$ cat src/rtl/ws2812_serializer.sv
// ws2812_serializer: single-wire WS2812B line driver.
//
// Takes one 24-bit colour word per valid/ready handshake and shifts it out
// MSB first as NRZ pulses on `led`. A word accepted with `latch` set is
// followed by a strip reset (latch) gap of RESET_CYC low cycles. The same
// gap is always run after reset, so a strip interrupted mid-word is cleanly
// latched before new data arrives.
//
// Optional feature macro: WS2812_BRIGHT_EN
//   defined   -> `bright` input exists; each colour byte is right-shifted by
//                `bright` when the word is accepted (0 = full, 3 = 1/8).
//   undefined -> no `bright` port; words are sent unmodified.
//
// state   | meaning
// --------+-----------------------------------------------------------
// RST_GAP | led low for RESET_CYC cycles (strip latch), ready = 0
// IDLE    | waiting for a word, ready = 1, led low
// HIGH    | high phase of the current bit (T1H_CYC or T0H_CYC cycles)
// LOW     | remainder of the current bit period, led low

module ws2812_serializer #(
    parameter int T0H_CYC   = 8,
    parameter int T1H_CYC   = 16,
    parameter int BIT_CYC   = 25,
    parameter int RESET_CYC = 6000
) (
    input  logic        clk,
    input  logic        rst_n,
    input  logic [23:0] data_in,
    input  logic        valid,
    input  logic        latch,
`ifdef WS2812_BRIGHT_EN
    input  logic [1:0]  bright,
`endif
    output logic        ready,
    output logic        led
);

    typedef enum logic [1:0] {
        RST_GAP = 2'd0,
        IDLE    = 2'd1,
        HIGH    = 2'd2,
        LOW     = 2'd3
    } state_t;

    // Down-counter load values: a phase of K cycles loads K-1 and ends at 0.
    localparam logic [7:0]  T0H_LD   = 8'(T0H_CYC - 1);
    localparam logic [7:0]  T1H_LD   = 8'(T1H_CYC - 1);
    localparam logic [7:0]  T0L_LD   = 8'(BIT_CYC - T0H_CYC - 1);
    localparam logic [7:0]  T1L_LD   = 8'(BIT_CYC - T1H_CYC - 1);
    localparam logic [12:0] GAP_LAST = 13'(RESET_CYC - 1);
    localparam logic [4:0]  LAST_BIT = 5'd23;

    state_t      state_q, state_d;
    logic [23:0] shreg_q, shreg_d;
    logic        latch_q, latch_d;
    logic [4:0]  bit_cnt_q, bit_cnt_d;
    logic [7:0]  cyc_cnt_q, cyc_cnt_d;
    logic [12:0] gap_cnt_q, gap_cnt_d;
    logic        led_q;
    logic [23:0] load_word;

    // Word as it enters the shift register (optionally brightness-scaled).
    always_comb begin
`ifdef WS2812_BRIGHT_EN
        load_word = {data_in[23:16] >> bright,
                     data_in[15:8]  >> bright,
                     data_in[7:0]   >> bright};
`else
        load_word = data_in;
`endif
    end

    // Next-state, counter and handshake logic.
    always_comb begin
        state_d   = state_q;
        shreg_d   = shreg_q;
        latch_d   = latch_q;
        bit_cnt_d = bit_cnt_q;
        cyc_cnt_d = cyc_cnt_q;
        gap_cnt_d = gap_cnt_q;
        ready     = 1'b0;

        case (state_q)
            RST_GAP: begin
                // Gap counts up from a cleared value so that the async reset
                // state and the latch entry behave identically.
                if (gap_cnt_q == GAP_LAST) begin
                    gap_cnt_d = '0;
                    state_d   = IDLE;
                end else begin
                    gap_cnt_d = gap_cnt_q + 13'd1;
                end
            end

            IDLE: begin
                ready = 1'b1;
                if (valid) begin
                    shreg_d   = load_word;
                    latch_d   = latch;
                    bit_cnt_d = '0;
                    cyc_cnt_d = load_word[23] ? T1H_LD : T0H_LD;
                    state_d   = HIGH;
                end
            end

            HIGH: begin
                if (cyc_cnt_q == 8'd0) begin
                    cyc_cnt_d = shreg_q[23] ? T1L_LD : T0L_LD;
                    state_d   = LOW;
                end else begin
                    cyc_cnt_d = cyc_cnt_q - 8'd1;
                end
            end

            LOW: begin
                if (cyc_cnt_q == 8'd0) begin
                    if (bit_cnt_q != LAST_BIT) begin
                        // Next bit is shreg[22] before the shift lands.
                        shreg_d   = {shreg_q[22:0], 1'b0};
                        bit_cnt_d = bit_cnt_q + 5'd1;
                        cyc_cnt_d = shreg_q[22] ? T1H_LD : T0H_LD;
                        state_d   = HIGH;
                    end else if (latch_q) begin
                        gap_cnt_d = '0;
                        state_d   = RST_GAP;
                    end else begin
                        state_d   = IDLE;
                    end
                end else begin
                    cyc_cnt_d = cyc_cnt_q - 8'd1;
                end
            end

            default: begin
                state_d = RST_GAP;
            end
        endcase
    end

    // State and datapath registers; led is registered from the next state so
    // it rises in the first cycle after the accepting edge.
    always_ff @(posedge clk or negedge rst_n) begin
        if (!rst_n) begin
            state_q   <= RST_GAP;
            shreg_q   <= '0;
            latch_q   <= 1'b0;
            bit_cnt_q <= '0;
            cyc_cnt_q <= '0;
            gap_cnt_q <= '0;
            led_q     <= 1'b0;
        end else begin
            state_q   <= state_d;
            shreg_q   <= shreg_d;
            latch_q   <= latch_d;
            bit_cnt_q <= bit_cnt_d;
            cyc_cnt_q <= cyc_cnt_d;
            gap_cnt_q <= gap_cnt_d;
            led_q     <= (state_d == HIGH);
        end
    end

    assign led = led_q;

endmodule

$ cat config.mk
export PLATFORM = sky130hd
export DESIGN_NAME = ws2812_serializer
export DESIGN_NICKNAME = d
export VERILOG_FILES = /design/src/rtl/ws2812_serializer.sv
export SDC_FILE = /design/constraint.sdc
export NUM_CORES = 1
export LEC_CHECK = 0
export CORE_ASPECT_RATIO = 1.4
export CORE_UTILIZATION = 54
export CTS_BUF_LIST = sky130_fd_sc_hd__clkbuf_4 sky130_fd_sc_hd__clkbuf_8 sky130_fd_sc_hd__clkbuf_16
export CTS_CLUSTER_DIAMETER = 150
export CTS_CLUSTER_SIZE = 14
export DETAILED_ROUTE_END_ITERATION = 6
export GPL_ROUTABILITY_DRIVEN = 0
export GPL_TIMING_DRIVEN = 0
export PLACE_DENSITY = 0.76
export REMOVE_ABC_BUFFERS = 1
export SYNTH_ARGS = -nofsm -noshare
export SYNTH_HDL_FRONTEND = slang
export SYNTH_SLANG_ARGS = --single-unit
export TNS_END_PERCENT = 30
$ cat constraint.sdc
create_clock -name clk -period 3.1 [get_ports clk]
set_input_delay 0.31 -clock clk [delete_from_list [all_inputs] [get_ports clk]]
set_output_delay 0.31 -clock clk [all_outputs]
set_load 0.03 [all_outputs]
Word level (Yosys, flattened, before mapping)

Index checks and enable logic that the tools add are counted.
Widths: inputs -> output; s select.

$lt $le $gt $ge: 0
Reductions and logical operators: 9
Div/mod/pow operators: 0
Shift-type cells: 0
Mux-type cells: 29
Bitwise gates (word level): 0
Add/subtract/negate cells: 3
Multipliers: 0
Eq/ne operators: 12

Operators by type and width:

| operator              | count |
|---|---|
| $mux 24               | 3 |
| $mux 13               | 4 |
| $pmux 24 s2           | 1 |
| $mux 8                | 4 |
| $pmux 13 s2           | 1 |
| $pmux 8 s3            | 1 |
| $mux 5                | 4 |
| $add 13x1->13 const B | 1 |
| $eq 13x13->1 const B  | 1 |
| $mux 2                | 5 |
| $ne 2x2->1 const B    | 5 |
| $pmux 5 s2            | 1 |
| $logic_not 8->1       | 1 |
| $mux 4                | 2 |
| $pmux 2 s4            | 1 |
| $reduce_and 4->1      | 2 |
| $sub 8x1->8 const B   | 1 |
| $eq 2x2->1 const B    | 3 |
| $add 5x1->5 const B   | 1 |
| $ne 5x5->1 const B    | 1 |
| $reduce_bool 2->1     | 2 |
| $ne 3x3->1 const B    | 1 |
| $reduce_and 3->1      | 1 |
| $reduce_bool 3->1     | 1 |
| 4 further kinds       | 5 |

Memory bits (read-only): 0
Bits in latches: 0
RAM bits: 0
Output and inout port bits: 2
Memories kept: 0
Input bits: 28
Logic and storage cells: 60
Flip-flop bits (word level): 54

Depth between registers and ports, before layout

Gate-level depths: netlist of run 1.

Word-level depth: 5
Gate-level depth with buffers: 8
Mapped depth without buffers: 6

Worst setup path after synthesis of run 1

OpenSTA, ideal clock, no wires.

Path kind: flip-flop to flip-flop
Start: reg cyc_cnt_q[0]
End: reg gap_cnt_q[0]
Data arrival time: 1908 ps
Buffers on the path: 0
Data required time: 2975 ps
Cell stages (with the launch flop): 6
Library setup time: 125 ps
Period minus slack after synthesis: 2033 ps
Setup slack: 1067 ps
Cell sequence: dfrtp_1 -> inv_1 -> ha_1 -> or4b_4 -> o41a_1 -> mux2_4

Longest elaborated chain between the ends: 3

Ends and longest elaborated chain:

| element                    | line | text |
|---|---|---|
| start, declared            | 58   | `logic [7:0] cyc_cnt_q, cyc_cnt_d;` |
| start signal, assigned     | 157  | `cyc_cnt_q <= cyc_cnt_d;` |
| $logic_not 8->1            | 117  | `if (cyc_cnt_q == 8'd0) begin` |
| $ne 2x2->1 (no line)       | n/a  |  |
| $reduce_and 4->1 (no line) | n/a  |  |
| end signal, assigned       | 158  | `gap_cnt_q <= gap_cnt_d;` |
| end, declared              | 59   | `logic [12:0] gap_cnt_q, gap_cnt_d;` |

Every way passes these cells.
A chain may end at the register's enable or synchronous reset.

Final worst setup path of run 1

Start: reg state_q[0]
End: out ready

Longest elaborated chain between the ends: 2

Ends and longest elaborated chain:

| element                | line | text |
|---|---|---|
| start, declared        | 54   | `state_t state_q, state_d;` |
| start signal, assigned | 153  | `state_q <= state_d;` |
| $eq 2x1->1             | 84   | `case (state_q)` |
| $mux 1                 | 84   |  |
| end, declared          | 35   | `output logic ready,` |

Every way passes these cells.

==> results.md, run 1 <==
* Outcome: completed
* First-pass GRT wire length at 10200 um
* Syn avg cell area at 9.93 um2
* Type of the worst min-delay path: input pin to async pin
* Fmax at 0.377 GHz
* Register area share after synthesis at 46.6%
* Sink Count at 54
* DP HPWL at 4110 um
* Global route overflow at 0
* CP cell instances: inv_1 -> nor2_1 -> clkdlybuf4s50_1
* Final nets at 344
* Post-DRT Antenna Nets at 0
* Maxcap violations at 0
* Initial DRC count at 135
* Hold buffers post-CTS at 0
* Register Area at 0.00135 mm2
* DR DRC count at 0
* Setup TNS at 0 ns
* Vias in the first global route at 2287
* Drt total wl at 5970 um
* Worst setup path class: flip-flop to primary output
* Starting density of the core at 56.2%
* CP bufs+invs at 2
* Final worst path period share at 85.5%
* Clock Latency Late Sink at 0.31 ns
* Slew margin rel. at 38.4%
* Cts bufs inserted at 5
* Average wire per standard cell at 15.7 um
* Number of buffers added for setup after CTS at 0
* Most frequent cells in the layout: o21ai_0, dfrtp_1, clkdlybuf4s50_1, mux2i_1, nand2_1
* Final worst path period need at 2.65 ns
* Vias at 2316
* Core Util, Final at 64.8%
* Filler instances at 425
* Setup WS pre-CTS at 0.444 ns
* Yosys reg bits at 54
* Chip Height at 88.7 um
* Final setup fails at 0
* Required @ worst endpoint at 2.79 ns
* Crit path max-delay cell type: clkdlybuf4s50_1
* WHS at 0.0161 ns
* Async set-or-reset flop fraction in the synthesized netlist at 100%
* CP max stage delay at 0.69 ns
* Most common cell after layout, fill and taps aside: o21ai_0
* Unrepaired setup endpoints after global routing: false
* Post-synthesis cell type count at 55
* Leakage at 1.39 nW
* First-pass DRT Iterations at 4
* Peak supply drop at 0.369 mV
* Antenna violations before repair at 0
* Mapped Cells at 292
* Cell family with most CP delay: buffers and inverters
* Setup ws final at 0.451 ns
* Clock buffer depth at 2
* Critical path data arrival time at 2.34 ns
* Pwr Total at 2.55 mW
* # IOs at 30
* Worst-Margin Slew at 0.916 ns
* Final Max Tran Viols at 0
* Final Hold Viols at 0
* EDFF count, synth at 0
* Critical Path Sink Type: primary output
* Post-CTS sizing at 0
* Main synth FF type: dfrtp_1
* Root Driver: clkbuf_8
* Mapped Area at 0.00290 mm2
* Htree depth at 2
* # diodes at 0
* # rows at 31
* Die width at 63.9 um
* Vias per cell at 6.11
* Share of cells above drive strength 1 at 8.63%
* Area occupied by multi-input gates at 0.00146 mm2
* Core Area at 0.00516 mm2
* Largest net degree at the start of global routing at 30
* Area Growth Syn to Fin at 15.4%
* Total track usage at 22.9%
* Power Dens Cells at 762 mW/mm2
* CTS tree: built
* CTS clk-pin slew, worst paths at 0.10 ns
* Crit Path Max Fanout at 29
* PortBufs at 29
* Die ar. at 0.00567 mm2
* Setup crit start kind: flip-flop
* Synth warnings at 0
* Clk_skew at 0.00855 ns
-- where the power goes --
part           switching [mW]  leakage (nW)  internal [mW]
registers               0.214         0.693          0.951
logic                   0.477         0.644          0.437
clock network           0.233        0.0579          0.238
total                   0.924          1.39           1.63
-- Yosys cell counts, types with 5 or more instances --
cell	number	area [um2]
inv_1	6	22.5
nand2_1	20	75.1
dfrtp_1	54	1350
nor3_1	5	25.0
o21ai_0	57	285
nand2b_1	5	31.3
clkbuf_1	10	37.5
mux2i_1	23	230
nor2_1	11	41.3
a31oi_1	9	56.3
a21oi_1	13	65.1
-- logic make-up after synthesis --
group,count (synthesis),synth area share [%]
adder cells (fa/ha/maj),4,1.73
XOR/XNOR,1,0.302
flip-flops,54,46.6
multiplexers,27,9.62
buffers and inverters,24,3.37
AND/OR/NAND/NOR,69,14.1
AO/OA/AOI/OAI,113,24.3
-- cell type report --
cell class / instances / share of cell area (%)
clock buffer: 5 / 2.06
timing repair buffer: 31 / 9.58
tap: 66 / 2.47
multi-input combinational: 214 / 43.6
inverter: 6 / 0.673
sequential: 54 / 40.4
clock inverter: 3 / 1.20
-- sequential cells by signal, summed over array words and instances, names as in the netlist --
register / cells
bit_cnt_q: 5
shreg_q: 24
cyc_cnt_q: 8
gap_cnt_q: 13
state_q: 2
led: 1
latch_q: 1
-- final timing paths --
path | start | end | slack [ns] | cells after the start
max in group asynchronous | rst_n | shreg_q[0]$_DFFE_PN0P_ | 2.52 | 2
worst min-delay path | rst_n | gap_cnt_q[2]$_DFFE_PN0P_ | 0.02 | 1
worst max-delay path | state_q[0]$_DFF_PN0_ | ready | 0.45 | 3
worst max register to register | bit_cnt_q[0]$_DFFE_PN0P_ | bit_cnt_q[0]$_DFFE_PN0P_ | 0.51 | 5
min in group clk | shreg_q[0]$_DFFE_PN0P_ | shreg_q[0]$_DFFE_PN0P_ | 0.51 | 1
worst min register to register | shreg_q[0]$_DFFE_PN0P_ | shreg_q[0]$_DFFE_PN0P_ | 0.51 | 1
-- worst reg2reg max path, stage by stage, from the launching register on --
cell	delay [ns]
dfrtp_1	0.40
ha_1	0.23
nand4b_1	0.29
a41oi_2	0.46
nand2b_1	0.70
mux2_2	0.42
-- stage by stage --
step	cells	instance area [um2]
final	379	3340
after global routing	379	3340
after CTS	379	3340
after detailed placement	371	3230
after global placement	369	3200
after floorplan	274	2820
-- per-layer routing --
layer	wire [um]	global-route usage (%)
met1	2650	28.5
met2	3070	39.6
met3	149	3.87
met4	95	9.09
met5	0	0
Power figures use the tool's default switching activity.
==> inputs of run 2 (changes only) <==
--- a/config.mk
+++ b/config.mk
@@ -5,7 +5,7 @@
 export SDC_FILE = /design/constraint.sdc
 export NUM_CORES = 1
 export LEC_CHECK = 0
-export CORE_ASPECT_RATIO = 1.4
+export CORE_ASPECT_RATIO = 1.75
 export CORE_UTILIZATION = 54
 export CTS_BUF_LIST = sky130_fd_sc_hd__clkbuf_4 sky130_fd_sc_hd__clkbuf_8 sky130_fd_sc_hd__clkbuf_16
 export CTS_CLUSTER_DIAMETER = 150
==> constraint.sdc (replaced) <==
create_clock -name clk -period 2.9 [get_ports clk]
set_input_delay 0.29 -clock clk [delete_from_list [all_inputs] [get_ports clk]]
set_output_delay 0.29 -clock clk [all_outputs]
set_load 0.1 [all_outputs]
==> results.md, run 2 (same netlist as run 1, synthesis figures left out) <==
* Outcome: completed
* Maxcap violations at 0
* # diodes at 0
* First-pass GRT wire length at 10900 um
* Final Hold Viols at 0
* Final Max Tran Viols at 0
* Clock buffer depth at 2
* Chip Height at 98.9 um
* Final nets at 344
* Setup crit start kind: flip-flop
* First-pass DRT Iterations at 4
* Biggest registers after layout: shreg_q (24), gap_cnt_q (13), cyc_cnt_q (8)
* Final worst path period need at 2.68 ns
* Number of buffers added for setup after CTS at 0
* Starting density of the core at 55.6%
* DR DRC count at 0
* Post-DRT Antenna Nets at 0
* Total track usage at 24.2%
* Htree depth at 2
* Required @ worst endpoint at 3.10 ns
* Peak supply drop at 0.489 mV
* Leakage at 1.39 nW
* Power Dens Cells at 812 mW/mm2
* Initial DRC count at 86
* Max reg flops at 24
* WHS at 0.00263 ns
* # rows at 35
* Final worst path period share at 92.4%
* Most common cell after layout, fill and taps aside: o21ai_0
* Type of the worst min-delay path: input pin to async pin
* Antenna violations before repair at 0
* Drt total wl at 6210 um
* DP HPWL at 4370 um
* CTS clk-pin slew, worst paths at 0.10 ns
* Die ar. at 0.00568 mm2
* Share of cells above drive strength 1 at 9.27%
* Average wire per standard cell at 16.9 um
* Clk_skew at 0.00839 ns
* Area occupied by multi-input gates at 0.00147 mm2
* Die width at 57.4 um
* Worst setup path class: flip-flop to flip-flop
* Most frequent cells in the layout: o21ai_0, dfrtp_1, clkdlybuf4s50_1, mux2i_1, nand2_1
* Finished Layout Cells at 368
* Vias at 2349
* Cts bufs inserted at 5
* Global route overflow at 0
* Register Area at 0.00135 mm2
* # IOs at 30
* Fmax at 0.373 GHz
* Most flops, register: shreg_q
* Hold buffers post-CTS at 0
* R2r startpoint: bit_cnt_q[0]$_DFFE_PN0P_
* Filler instances at 430
* Vias per cell at 6.38
* Dpl cells at 360
* Clock Latency Late Sink at 0.31 ns
* Area Growth Syn to Fin at 14.5%
* PortBufs at 29
* Final setup fails at 0
* Critical path data arrival time at 2.88 ns
* Vias in the first global route at 2401
* Core Area at 0.00521 mm2
* Crit Path Max Fanout at 26
* Critical Path Sink Type: flip-flop
* Largest net degree at the start of global routing at 30
* Unrepaired setup endpoints after global routing: false
* CP Launch Point: bit_cnt_q[0]$_DFFE_PN0P_
* Worst-Margin Slew at 0.961 ns
* CTS tree: built
* Root Driver: clkbuf_8
* Slew margin rel. at 35.7%
* Sink Count at 54
run 2: changes by cell type in the layout (fill, tap and decap cells not counted), sizes merged:
cell           previous run  this run
bufinv                    1         0
clkbuf                    5         7
clkdlybuf4s50            28        27
run 2: layout make-up:
type / instances / area share [%]
multi-input combinational: 214 / 44.3
sequential: 54 / 40.7
timing repair buffer: 31 / 9.50
clock buffer: 6 / 2.30
tap: 55 / 2.07
inverter: 6 / 0.678
clock inverter: 2 / 0.414
run 2: report_power, final:
part           total [mW]  internal (mW)  switching [mW]
Sequential           1.25           1.02           0.231
Clock               0.429          0.181           0.249
Combinational        1.02          0.469           0.552
Total                2.70           1.67            1.03
run 2: timing repair:
action	4_1_cts	5_1_grt
setup endpoints to repair	20	2
resized for setup	2	3
pin swaps	0	0
hold endpoints to repair	0	0
run 2: final timing paths:
kind                                              to  slack [ns]  depth (start not counted)
setup / recovery            bit_cnt_q[0]$_DFFE_PN0P_        0.22                          6
hold / removal              gap_cnt_q[5]$_DFFE_PN0P_       0.003                          1
setup reg to reg            bit_cnt_q[0]$_DFFE_PN0P_        0.22                          6
hold reg to reg            gap_cnt_q[10]$_DFFE_PN0P_        0.51                          1
max in group asynchronous     shreg_q[7]$_DFFE_PN0P_        2.32                          2
min in group clk           gap_cnt_q[10]$_DFFE_PN0P_        0.51                          1
run 2: through the flow:
step                      TNS [ns]  instance area [um2]  power (mW)  worst slack [ns]  util, %
after floorplan                  0                 2820        1.99            0.0248        -
after global routing             0                 3320        2.91            0.0400     63.7
final                            0                 3320        2.70             0.220     63.7
after global placement      -32.49                 3180        2.24             -1.03     61.1
after detailed placement    -0.247                 3220        2.29            -0.158     61.8
after CTS                        0                 3310        2.72            0.0706     63.6
run 2: metal layers:
| metal | up-vias | wire [um] | GRT usage, % |
|---|---|---|---|
| met5 | - | 0 | 0 |
| met4 | 0 | 107 | 6.38 |
| met3 | 10 | 145 | 3.41 |
| met2 | 54 | 3400 | 42.5 |
| met1 | 1150 | 2560 | 30.5 |
| li1 | 1135 | - | - |
run 2: worst max-delay path, stage by stage, from the launching register on:
cell	delay, ns
dfrtp_1	0.41
ha_1	0.22
nand4b_1	0.37
a41oi_4	0.57
buf_8	0.21
nand2b_2	0.40
mux2_2	0.39
==> inputs of run 3 (changes only) <==
--- a/config.mk
+++ b/config.mk
@@ -6,14 +6,14 @@
 export NUM_CORES = 1
 export LEC_CHECK = 0
 export CORE_ASPECT_RATIO = 1.75
-export CORE_UTILIZATION = 54
+export CORE_UTILIZATION = 50
 export CTS_BUF_LIST = sky130_fd_sc_hd__clkbuf_4 sky130_fd_sc_hd__clkbuf_8 sky130_fd_sc_hd__clkbuf_16
 export CTS_CLUSTER_DIAMETER = 150
 export CTS_CLUSTER_SIZE = 14
 export DETAILED_ROUTE_END_ITERATION = 6
 export GPL_ROUTABILITY_DRIVEN = 0
 export GPL_TIMING_DRIVEN = 0
-export PLACE_DENSITY = 0.76
+export PLACE_DENSITY = 0.72
 export REMOVE_ABC_BUFFERS = 1
 export SYNTH_ARGS = -nofsm -noshare
 export SYNTH_HDL_FRONTEND = slang
==> results.md, run 3 (same netlist as run 1, synthesis figures left out) <==
* CTS clk-pin slew, worst paths at 0.10 ns
* Max reg flops at 24
* Cts bufs inserted at 5
* Met3 Usage GRT at 4.14%
* Share of cells above drive strength 1 at 8.95%
* # diodes at 0
* Final nets at 345
* Initial DRC count at 93
* Leakage at 1.38 nW
* Maxcap violations at 0
* Vias in the first global route at 2284
* Die width at 59.6 um
* Global route overflow at 0
* First-pass DRT Iterations at 4
* Worst-Margin Slew at 0.978 ns
* Total track usage at 22.7%
* Required @ worst endpoint at 3.11 ns
* Starting density of the core at 51.9%
* Die ar. at 0.00612 mm2
* Global routing met2 resource utilization at 39.5%
* Most common cell after layout, fill and taps aside: o21ai_0
* Drt total wl at 6150 um
* Final setup fails at 0
* GR peak layer: met2
* # IOs at 30
* First-pass GRT wire length at 10500 um
* DP HPWL at 4180 um
* Final worst path period need at 2.56 ns
* Chip Height at 103 um
* Slew margin rel. at 34.2%
* Root Driver: clkbuf_8
* Htree depth at 2
* Most flops, register: shreg_q
* Antenna violations before repair at 0
* Post-DRT Antenna Nets at 0
* Core Area at 0.00559 mm2
* Average wire per standard cell at 15.8 um
* Final Hold Viols at 0
* Critical path data arrival time at 2.77 ns
* # rows at 36
* Type of the worst min-delay path: input pin to async pin
* Area Growth Syn to Fin at 15.2%
* Clock Latency Late Sink at 0.32 ns
* Peak supply drop at 0.527 mV
* Clock buffer depth at 2
* Met1 usage at 27.7%
* DP Area at 0.00325 mm2
* Outcome: completed
* Power Dens Cells at 804 mW/mm2
* Crit Path Max Fanout at 26
* CTS tree: built
* Setup TNS at 0 ns
* Fmax at 0.390 GHz
* Sink Count at 54
* Clk_skew at 0.00624 ns
* Vias at 2334
* Filler instances at 492
* Number of buffers added for setup after CTS at 0
* Biggest registers after layout: shreg_q (24), gap_cnt_q (13), cyc_cnt_q (8)
* Final Max Tran Viols at 0
* Critical Path Sink Type: flip-flop
* Vias per cell at 6.00
* Worst setup path class: flip-flop to flip-flop
* PortBufs at 29
* Largest net degree at the start of global routing at 31
* WHS at 0.491 ns
* Setup ws final at 0.338 ns
* Final Instance Area at 0.00334 mm2
* Most frequent cells in the layout: o21ai_0, dfrtp_1, clkdlybuf4s50_1, mux2i_1, nand2_1
* Setup WS pre-CTS at 0.0456 ns
* Final worst path period share at 88.3%
* Setup crit start kind: flip-flop
* Unrepaired setup endpoints after global routing: false
* DR DRC count at 0
run 3: repair_timing:
| item | CTS | global route |
|---|---|---|
| gates resized for setup | 1 | 3 |
| endpoints found under the hold margin | 24 | 0 |
| hold buffers | 1 | 0 |
| endpoints found under the setup margin | 1 | 26 |
run 3: layer usage:
metal | share of wire (%) | vias up
li1 | - | 1138
met1 | 43 | 1143
met2 | 53 | 46
met3 | 2.4 | 7
met4 | 1.8 | 0
met5 | 0 | -
run 3: final cells by class:
cell class / instances / area, um2 / share of cell area [%]
clock buffer: 6 / 76.3 / 2.29
multi-input combinational: 214 / 1460 / 43.8
inverter: 6 / 22.5 / 0.674
clock inverter: 1 / 7.51 / 0.225
tap: 76 / 95.1 / 2.85
sequential: 54 / 1350 / 40.5
timing repair buffer: 32 / 325 / 9.74
run 3: final timing paths:
| path | startpoint | to | slack, ns | cells after the start |
|---|---|---|---|---|
| min reg2reg | shreg_q[12]$_DFFE_PN0P_ | shreg_q[12]$_DFFE_PN0P_ | 0.51 | 2 |
| max | bit_cnt_q[0]$_DFFE_PN0P_ | bit_cnt_q[0]$_DFFE_PN0P_ | 0.34 | 6 |
| min in group clk | shreg_q[12]$_DFFE_PN0P_ | shreg_q[12]$_DFFE_PN0P_ | 0.51 | 2 |
| max in group asynchronous | rst_n | cyc_cnt_q[7]$_DFFE_PN0P_ | 1.84 | 3 |
| min | rst_n | gap_cnt_q[7]$_DFFE_PN0P_ | 0.49 | 2 |
| max reg2reg | bit_cnt_q[0]$_DFFE_PN0P_ | bit_cnt_q[0]$_DFFE_PN0P_ | 0.34 | 6 |
run 3: per-stage QoR:
stage / power, mW / utilization (%) / instances
2_1_floorplan: 1.99 / - / 274
3_3_place_gp: 2.25 / 57.5 / 379
3_5_place_dp: 2.28 / 58.1 / 381
4_1_cts: 2.71 / 59.8 / 389
5_1_grt: 2.90 / 59.8 / 389
6_report: 2.69 / 59.8 / 389
run 3: where the power goes:
part | switching, mW | leakage (nW) | total, mW | internal [mW]
Sequential | 0.228 | 0.693 | 1.24 | 1.02
Combinational | 0.544 | 0.650 | 1.01 | 0.468
Clock | 0.254 | 0.0407 | 0.429 | 0.176
run 3: critical path, cell delays in order (launching register included):
cell and delay, ns:
dfrtp_1 0.40, ha_1 0.23, nand4b_1 0.32, a41oi_2 0.46, buf_8 0.23, nand2b_2 0.42, mux2_2 0.39
